--- config.mk ---
export PLATFORM = sky130hd
export DESIGN_NAME = riscv_lsu
export DESIGN_NICKNAME = d
export VERILOG_FILES = /design/src/rtl/riscv_lsu_pkg.sv /design/src/rtl/lsu_align.sv /design/src/rtl/riscv_lsu.sv
export SDC_FILE = /design/constraint.sdc
export NUM_CORES = 1
export LEC_CHECK = 0
export ABC_AREA = 1
export CORE_MARGIN = 4
export CORE_UTILIZATION = 40
export CTS_CLUSTER_DIAMETER = 30
export DETAILED_ROUTE_END_ITERATION = 8
export GPL_TIMING_DRIVEN = 0
export PLACE_DENSITY = 0.69
export SLEW_MARGIN = 20
export SYNTH_ARGS = -nofsm -noshare
export SYNTH_HDL_FRONTEND = slang
export SYNTH_SLANG_ARGS = --single-unit
--- constraint.sdc ---
create_clock -name clk -period 9.9 [get_ports clk]
set_input_delay 1.98 -clock clk [delete_from_list [all_inputs] [get_ports clk]]
set_output_delay 1.98 -clock clk [all_outputs]
set_load 0.01 [all_outputs]
--- src/rtl/riscv_lsu_pkg.sv ---
// Shared types for the load/store unit: FSM states, access sizes, size helper.
// Latency: n/a (types and a pure function only).
// Backpressure: n/a.
package riscv_lsu_pkg;

    typedef enum logic [1:0] {
        IDLE  = 2'd0,
        ISSUE = 2'd1,
        WAIT  = 2'd2,
        DONE  = 2'd3
    } lsu_state_t;

    typedef enum logic [1:0] {
        SZ_B = 2'd0,
        SZ_H = 2'd1,
        SZ_W = 2'd2,
        SZ_D = 2'd3
    } lsu_size_t;

    // Number of bytes touched by an access of the given size code.
    function automatic logic [3:0] size_bytes(input logic [1:0] size);
        return 4'd1 << size;
    endfunction

endpackage

--- src/rtl/lsu_align.sv ---
// Lane alignment: byte-enable mask, store data lane shift, load extract and extend.
// Latency: purely combinational.
// Backpressure: none; outputs follow inputs.
module lsu_align
    import riscv_lsu_pkg::*;
#(
    parameter int XLEN  = 32,
    parameter int NB    = XLEN / 8,
    parameter int OFF_W = $clog2(XLEN / 8)
) (
    input  logic [1:0]       size,
    input  logic [OFF_W-1:0] offset,
    input  logic             is_unsigned,
    input  logic [XLEN-1:0]  wdata,
    input  logic [XLEN-1:0]  rdata_lo,
    input  logic [XLEN-1:0]  rdata_hi,
    output logic [NB-1:0]    be_lo,
    output logic [NB-1:0]    be_hi,
    output logic [XLEN-1:0]  wdata_lo,
    output logic [XLEN-1:0]  wdata_hi,
    output logic [XLEN-1:0]  load_data
);

    localparam logic [2*NB-1:0] ONE_M = 1;

    logic [6:0]        bit_shift;
    logic [2*NB-1:0]   byte_mask;
    logic [2*XLEN-1:0] wdata_wide;
    logic [XLEN-1:0]   rd_shift;
    logic [XLEN-1:0]   keep;
    logic              sign_bit;

    // Mask and data are formed across two beats' worth of lanes, then split into halves.
    always_comb begin
        bit_shift  = 7'(offset) << 3;
        byte_mask  = ((ONE_M << size_bytes(size)) - ONE_M) << offset;
        wdata_wide = {{XLEN{1'b0}}, wdata} << bit_shift;
        rd_shift   = XLEN'({rdata_hi, rdata_lo} >> bit_shift);
        // keep = ones over the loaded width; shifting by the full width yields all-ones
        keep       = ~({XLEN{1'b1}} << {size_bytes(size), 3'b000});
        case (size)
            SZ_B:    sign_bit = rd_shift[7];
            SZ_H:    sign_bit = rd_shift[15];
            SZ_W:    sign_bit = rd_shift[31];
            default: sign_bit = rd_shift[XLEN-1];
        endcase
        load_data  = (rd_shift & keep) | (~keep & {XLEN{sign_bit & ~is_unsigned}});
    end

    assign be_lo    = byte_mask[NB-1:0];
    assign be_hi    = byte_mask[2*NB-1:NB];
    assign wdata_lo = wdata_wide[XLEN-1:0];
    assign wdata_hi = wdata_wide[2*XLEN-1:XLEN];

endmodule

--- src/rtl/riscv_lsu.sv ---
// Load/store unit: turns a core access into one or two aligned valid/ready memory beats.
// Latency: aligned store 2 cycles, aligned load 3 cycles, fault 1 cycle, plus beats/waits.
// Backpressure: holds each beat on mem_valid until mem_ready; stalls the core meanwhile.
module riscv_lsu
    import riscv_lsu_pkg::*;
#(
    parameter int XLEN           = 32,
    parameter int ADDR_W         = 32,
    parameter int MISALIGN_SPLIT = 1
) (
    input  logic              clk,
    input  logic              rst,
    input  logic              req_valid,
    input  logic              req_we,
    input  logic [1:0]        req_size,
    input  logic              req_unsigned,
    input  logic [ADDR_W-1:0] req_addr,
    input  logic [XLEN-1:0]   req_wdata,
    output logic              stall,
    output logic              rsp_valid,
    output logic [XLEN-1:0]   rsp_rdata,
    output logic              rsp_fault,
    output logic              mem_valid,
    input  logic              mem_ready,
    output logic              mem_we,
    output logic [ADDR_W-1:0] mem_addr,
    output logic [XLEN/8-1:0] mem_be,
    output logic [XLEN-1:0]   mem_wdata,
    input  logic              mem_rvalid,
    input  logic [XLEN-1:0]   mem_rdata
);

    localparam int NB    = XLEN / 8;
    localparam int OFF_W = $clog2(NB);

    lsu_state_t        state, state_nxt;
    logic              beat, two_beats;
    logic              r_we, r_uns, r_fault;
    logic [1:0]        r_size;
    logic [ADDR_W-1:0] r_addr;
    logic [XLEN-1:0]   r_wdata, rdata_lo, rdata_hi;

    logic              req_two, req_fault, accept, beat_done, next_beat;
    logic [ADDR_W-1:0] base_addr;
    logic [NB-1:0]     be_lo, be_hi;
    logic [XLEN-1:0]   wd_lo, wd_hi, load_data;

    // An access crosses a lane boundary when its last byte lands past the word.
    assign req_two   = (5'(req_addr[OFF_W-1:0]) + 5'(size_bytes(req_size))) > 5'(NB);
    assign req_fault = ((req_size == SZ_D) && (XLEN == 32)) ||
                       (req_two && (MISALIGN_SPLIT == 0));
    assign accept    = (state == IDLE) && req_valid;
    assign beat_done = ((state == ISSUE) && mem_ready && r_we) ||
                       ((state == WAIT) && mem_rvalid);
    assign next_beat = beat_done && two_beats && !beat;
    assign base_addr = {r_addr[ADDR_W-1:OFF_W], {OFF_W{1'b0}}};

    lsu_align #(.XLEN(XLEN)) u_align (
        .size        (r_size),
        .offset      (r_addr[OFF_W-1:0]),
        .is_unsigned (r_uns),
        .wdata       (r_wdata),
        .rdata_lo    (rdata_lo),
        .rdata_hi    (rdata_hi),
        .be_lo       (be_lo),
        .be_hi       (be_hi),
        .wdata_lo    (wd_lo),
        .wdata_hi    (wd_hi),
        .load_data   (load_data)
    );

    // State register.
    always_ff @(posedge clk or posedge rst) begin
        if (rst) state <= IDLE;
        else     state <= state_nxt;
    end

    // Next state: faults skip memory; a second beat loops back to ISSUE.
    always_comb begin
        state_nxt = state;
        case (state)
            IDLE:    if (req_valid)  state_nxt = req_fault ? DONE : ISSUE;
            ISSUE:   if (mem_ready)  state_nxt = !r_we ? WAIT : (next_beat ? ISSUE : DONE);
            WAIT:    if (mem_rvalid) state_nxt = next_beat ? ISSUE : DONE;
            DONE:    state_nxt = IDLE;
            default: state_nxt = IDLE;
        endcase
    end

    // Request capture, beat index and read-beat data registers.
    always_ff @(posedge clk or posedge rst) begin
        if (rst) begin
            beat      <= 1'b0;
            two_beats <= 1'b0;
            r_we      <= 1'b0;
            r_uns     <= 1'b0;
            r_fault   <= 1'b0;
            r_size    <= 2'd0;
            r_addr    <= '0;
            r_wdata   <= '0;
            rdata_lo  <= '0;
            rdata_hi  <= '0;
        end else begin
            if (accept) begin
                r_we      <= req_we;
                r_uns     <= req_unsigned;
                r_size    <= req_size;
                r_addr    <= req_addr;
                r_wdata   <= req_wdata;
                two_beats <= req_two;
                r_fault   <= req_fault;
                beat      <= 1'b0;
            end else if (next_beat) begin
                beat <= 1'b1;
            end
            if ((state == WAIT) && mem_rvalid) begin
                if (beat) rdata_hi <= mem_rdata;
                else      rdata_lo <= mem_rdata;
            end
        end
    end

    // Outputs decoded from state; beat fields are zero outside ISSUE, stall drops during reset.
    always_comb begin
        stall     = 1'b0;
        rsp_valid = 1'b0;
        rsp_fault = 1'b0;
        rsp_rdata = '0;
        mem_valid = 1'b0;
        mem_we    = 1'b0;
        mem_addr  = '0;
        mem_be    = '0;
        mem_wdata = '0;
        case (state)
            IDLE:  stall = req_valid & ~rst;
            ISSUE: begin
                stall     = 1'b1;
                mem_valid = 1'b1;
                mem_we    = r_we;
                mem_addr  = beat ? base_addr + ADDR_W'(NB) : base_addr;
                mem_be    = beat ? be_hi : be_lo;
                mem_wdata = beat ? wd_hi : wd_lo;
            end
            WAIT:  stall = 1'b1;
            DONE: begin
                rsp_valid = 1'b1;
                rsp_fault = r_fault;
                rsp_rdata = (r_fault || r_we) ? '0 : load_data;
            end
            default: ;
        endcase
    end

endmodule

; ---- Yosys cells after proc, flatten, opt, wreduce, memory -nomap -nowiden
; Index checks and enable logic that the tools add are counted.
[classes]
bitwise_logic = 10
muxes = 23
shifts = 7
n_lt_le_gt_ge = 1
n_reduce_logical = 16
n_addsub = 3
n_eq_ne = 8
[ops]
columns = operator, n
row1 = $mux 32, 6
row2 = $and 32x32->32, 2
row3 = $not 32->32, 2
row4 = $shl 32x5->64, 1
row5 = $shr 64x5->32, 1
row6 = $add 32x3->32 const B, 1
row7 = $or 32x32->32, 1
row8 = $shl 32x7->32 const A, 1
row9 = $mux 2, 6
row10 = $mux 4, 2
row11 = $pmux 2 s4, 1
row12 = $shl 1x2->4 const A, 2
row13 = $shl 1x4->8 const A, 1
row14 = $shl 8x2->8, 1
row15 = $sub 8x1->8 const B, 1
row16 = $eq 2x2->1 const B, 3
row17 = $logic_and 1x1->1, 6
row18 = $mux 1, 6
row19 = $ne 2x2->1 const B, 3
row20 = $add 2x4->5, 1
row21 = $gt 5x3->1 const B, 1
row22 = $eq 2x1->1 const B, 2
row23 = $logic_not 2->1, 2
row24 = $pmux 1 s2, 2
row25 = other kinds (8), 13
[word_totals]
regBits = 137
output_inout_bits = 105
in_bits = 105
elab_cells = 79

; ---- Longest topological paths before layout
[depth]
ltp_word = 10
mapped_depth = 11
depth_no_buf = 10

; ---- Modules after synthesis
; From an unflattened synthesis, not the netlist that was laid out.
[hier_totals]
cells_unflattened = 1355
hier_area_um2 = 9057.4
[modules_own_cells]
columns = module, instances, cells_per_inst, area_per_inst_um2, seq_area_each_um2
row1 = riscv_lsu, 1, 969, 7100.6, 3428.3
row2 = lsu_align, 1, 386, 1956.9, 0.0

; ---- Least setup slack after synthesis
; No wires, ideal clock.
[synth_timing]
path_type = in2out
start = in rst
end = out stall
slack_ns = 2.760
path_stages = 3
required_ns = 7.920
path_buffers = 0
arrival_ns = 5.160
path_cell_list = inv_1 a21oi_1 nor2_1
[synth_via]
elab_chain_len = 3
[synth_rtl]
columns = element, line_no
row1 = start: declaration, riscv_lsu.sv:12  ; input logic rst,
row2 = $not 1->1, riscv_lsu.sv:135  ; IDLE: stall = req_valid & ~rst;
row3 = $and 1x1->1, riscv_lsu.sv:135
row4 = $pmux 1 s2, riscv_lsu.sv:134  ; case (state)
row5 = end: declaration, riscv_lsu.sv:19  ; output logic stall,
; No other way between the ends.

; ---- Final worst setup path
[layout_timing]
start = in req_valid
end = out stall
[layout_via]
elab_chain_len = 2
[layout_rtl]
columns = element, line_no
row1 = start: declaration, riscv_lsu.sv:13  ; input logic req_valid,
row2 = $and 1x1->1, riscv_lsu.sv:135
row3 = $pmux 1 s2, riscv_lsu.sv:134
; No other way between the ends.

==> impl_metrics.yaml <==
global_route:
  grt_pass1_wl_um: 48210
  grt_overflow_total: 0
  grt_pass1_vias: 9004
  grt_max_degree: 88
  gr-usage-all-layers: 0.2770
  antenna_found_initial: 1
cells_and_area:
  finalNonFillerCells: 1720
  syn2layout_area_growth_pct: 37.12
  layout_commonest_cell: "nand2_1"
  fin_util: 0.5573
  layout_common_cells: "360 x nand2_1, 207 x clkdlybuf4s50_1, 206 x o21ai_0"
  fillCellCount: 1965
  drive_gt1_frac: 0.07793
  final_nets: 1551
  design_area_um2: 11240
  n_antenna_cell: 0
cts:
  path_clk_slew_ns: 0.06
  cts_buffers: 17
  postCtsSetupRepairBufs: 0
  clkLatencyLatePin_ns: 0.43
  cts_hold_buf: 0
  clock-root-buffer: "clkbuf_16"
  cts.sink_count: 129
  clockBufferDepth: 2
  cts_max_level: 4
  cts_tree: "done"
  post_cts_resize_count: 0
routing:
  routed-wl-met2_um: 14930
  first_iter_violations: 776
  top_layer_used: "met5"
  dr_total_vias: 9110
  via_per_inst: 5.297
  wl_met3_um: 2628
  dr.pass1.iters: 5
  wl_um: 31500
  met1_length_um: 13000
  postRouteAntennaNets: 0
  drc_errors: 0
  wl_per_cell_um: 18.31
pwr:
  ir_drop_v: 0.0001543
  powerDensity_nw_per_um2: 312.5
  p_leak_nw: 5.165
placed_design:
  postPlaceCellArea_um2: 10650
  hpwl_um: 24050
  portBuffers: 207
  gp_congestion: 0.9991
  placed_cells: 1688
synthesis:
  async_reset_ff_frac: 1.000
  synth_area_um2: 8198
  synth_top_area_share: 0.3938
  ys_seq_elements: 129
  ys_warn_count: 0
  syn_inst: 1209
  synth_ff_type: "dfrtp_1"
  yosysUniqueCellTypes: 44
  synth_top_area_cell: "dfrtp_1"
  syn_avg_cell_area_um2: 6.781
  seq_area_frac_synth: 0.3938
  synth_area_leaders: "dfrtp_1 39%, nand2_1 16%, o21ai_0 13%"
  synth-edff-count: 0
timing:
  maxSlewHeadroom: 0.5246
  hold_viol_final: 0
  worstMarginPinSlew_ns: 0.7131
  skew_ns: 0.007579
  fin_tns_setup_ns: 0
  fmax_ghz: 0.1627
  fin_crit_ns: 6.147
  slew_viol_final: 0
  finalSetupViolations: 0
  finalCritPeriodShare: 0.6210
  rsz0062_at_grt: "false"
setup_path:
  worst_setup_path_end_kind: "output port"
  cp.arrival_ns: 4.17
  crit_type: "in2out"
  required_ns: 7.92
  critPathMaxFanout: 10
  cp-start-kind: "input port"
floorplan:
  initial_core_util: 0.4065
  ios: 210
  fp.dieH_um: 151.2
  design.core.area_um2: 20170
  die_area_um2: 22850
  die_x_um: 151.2
  num_rows: 52
status:
  status: "finished, final reports clean"
hold_path:
  min_path_type: "reg2reg"
job:
  cap_violations: 0
-- through the flow --
stage          worst slack [ns]  power (mW)  hold WS, ns
2_1_floorplan             2.760       2.051       0.4530
3_3_place_gp             0.3421       2.808       0.4688
3_5_place_dp              3.789       2.835       0.4738
4_1_cts                   3.772       3.492       0.4887
5_1_grt                   3.701       3.773       0.5026
6_report                  3.753       3.512       0.4878
-- cell usage after synthesis (6+ instances only) --
master and n:
nand4_1 12, buf_4 6, o21ai_0 206, or2_2 7, a31oi_1 7, nor2_2 15, a211oi_1 15, buf_2 26
a21oi_1 42, clkbuf_1 33, inv_1 138, ha_1 8, mux2_2 8, nand3_1 31, nor3_1 6, o221a_2 8
dfrtp_1 129, nor2_1 109, nand2_1 360
-- worst paths after layout --
kind	from	to	slack [ns]	cells past startpoint
setup / recovery	req_valid	stall	3.75	7
hold reg to reg	rdata_lo[16]	rdata_lo[16]	0.49	2
min in group asynchronous	rst	r_wdata[27]	1.93	2
max in group asynchronous	rst	rdata_lo[14]	7.22	3
setup reg to reg	state[1]	state[1]	7.62	7
hold / removal	rdata_lo[16]	rdata_lo[16]	0.49	2
-- registers in the layout, summed over array words and instances (netlist names) --
| name | flops |
|---|---|
| r_addr | 32 |
| r_wdata | 32 |
| rdata_lo | 32 |
| rdata_hi | 24 |
| r_size | 2 |
| state | 2 |
| beat | 1 |
| r_fault | 1 |
| r_uns | 1 |
| r_we | 1 |
| two_beats | 1 |
-- kinds of logic after synthesis --
group | after synthesis | synth area share
AND/OR/NAND/NOR | 551 | 0.2740
AO/OA/AOI/OAI | 295 | 0.1966
buffers and inverters | 211 | 0.1042
flip-flops | 129 | 0.3938
adder cells (fa/ha/maj) | 9 | 0.01465
multiplexers | 8 | 0.01099
XOR/XNOR | 5 | 0.005342
other | 1 | 0.0004574
-- worst max-delay path, cell delays in order --
cell and delay, ns:
clkdlybuf4s50_1 0.45, nand2_1 0.32, clkinv_1 0.37, buf_2 0.30, a21oi_1 0.20, nor2_1 0.06, clkdlybuf4s50_1 0.48
-- where the power goes --
group | total (mW) | leakage (nW) | internal [mW] | switching, mW
clock | 0.649 | 0.281 | 0.381 | 0.268
sequential | 1.01 | 1.60 | 0.778 | 0.228
combinational | 1.86 | 3.28 | 0.709 | 1.15
-- layout make-up --
class	count	area, µm²	share of cell area
Buffer	68	317.8	0.02827
Clock buffer	18	439.2	0.03907
Clock inverter	14	155.1	0.01380
Inverter	143	544.3	0.04842
Multi-Input combinational cell	870	4119	0.3664
Sequential cell	129	3228	0.2872
Tap cell	270	337.8	0.03005
Timing Repair Buffer	208	2100	0.1868
-- routing by layer --
layer	up-vias	global-route usage
li1	4338	-
met1	4283	0.3600
met2	419	0.4566
met3	68	0.05625
met4	2	0.1038
met5	-	0
Note: power is estimated with default switching activity, not from simulation.
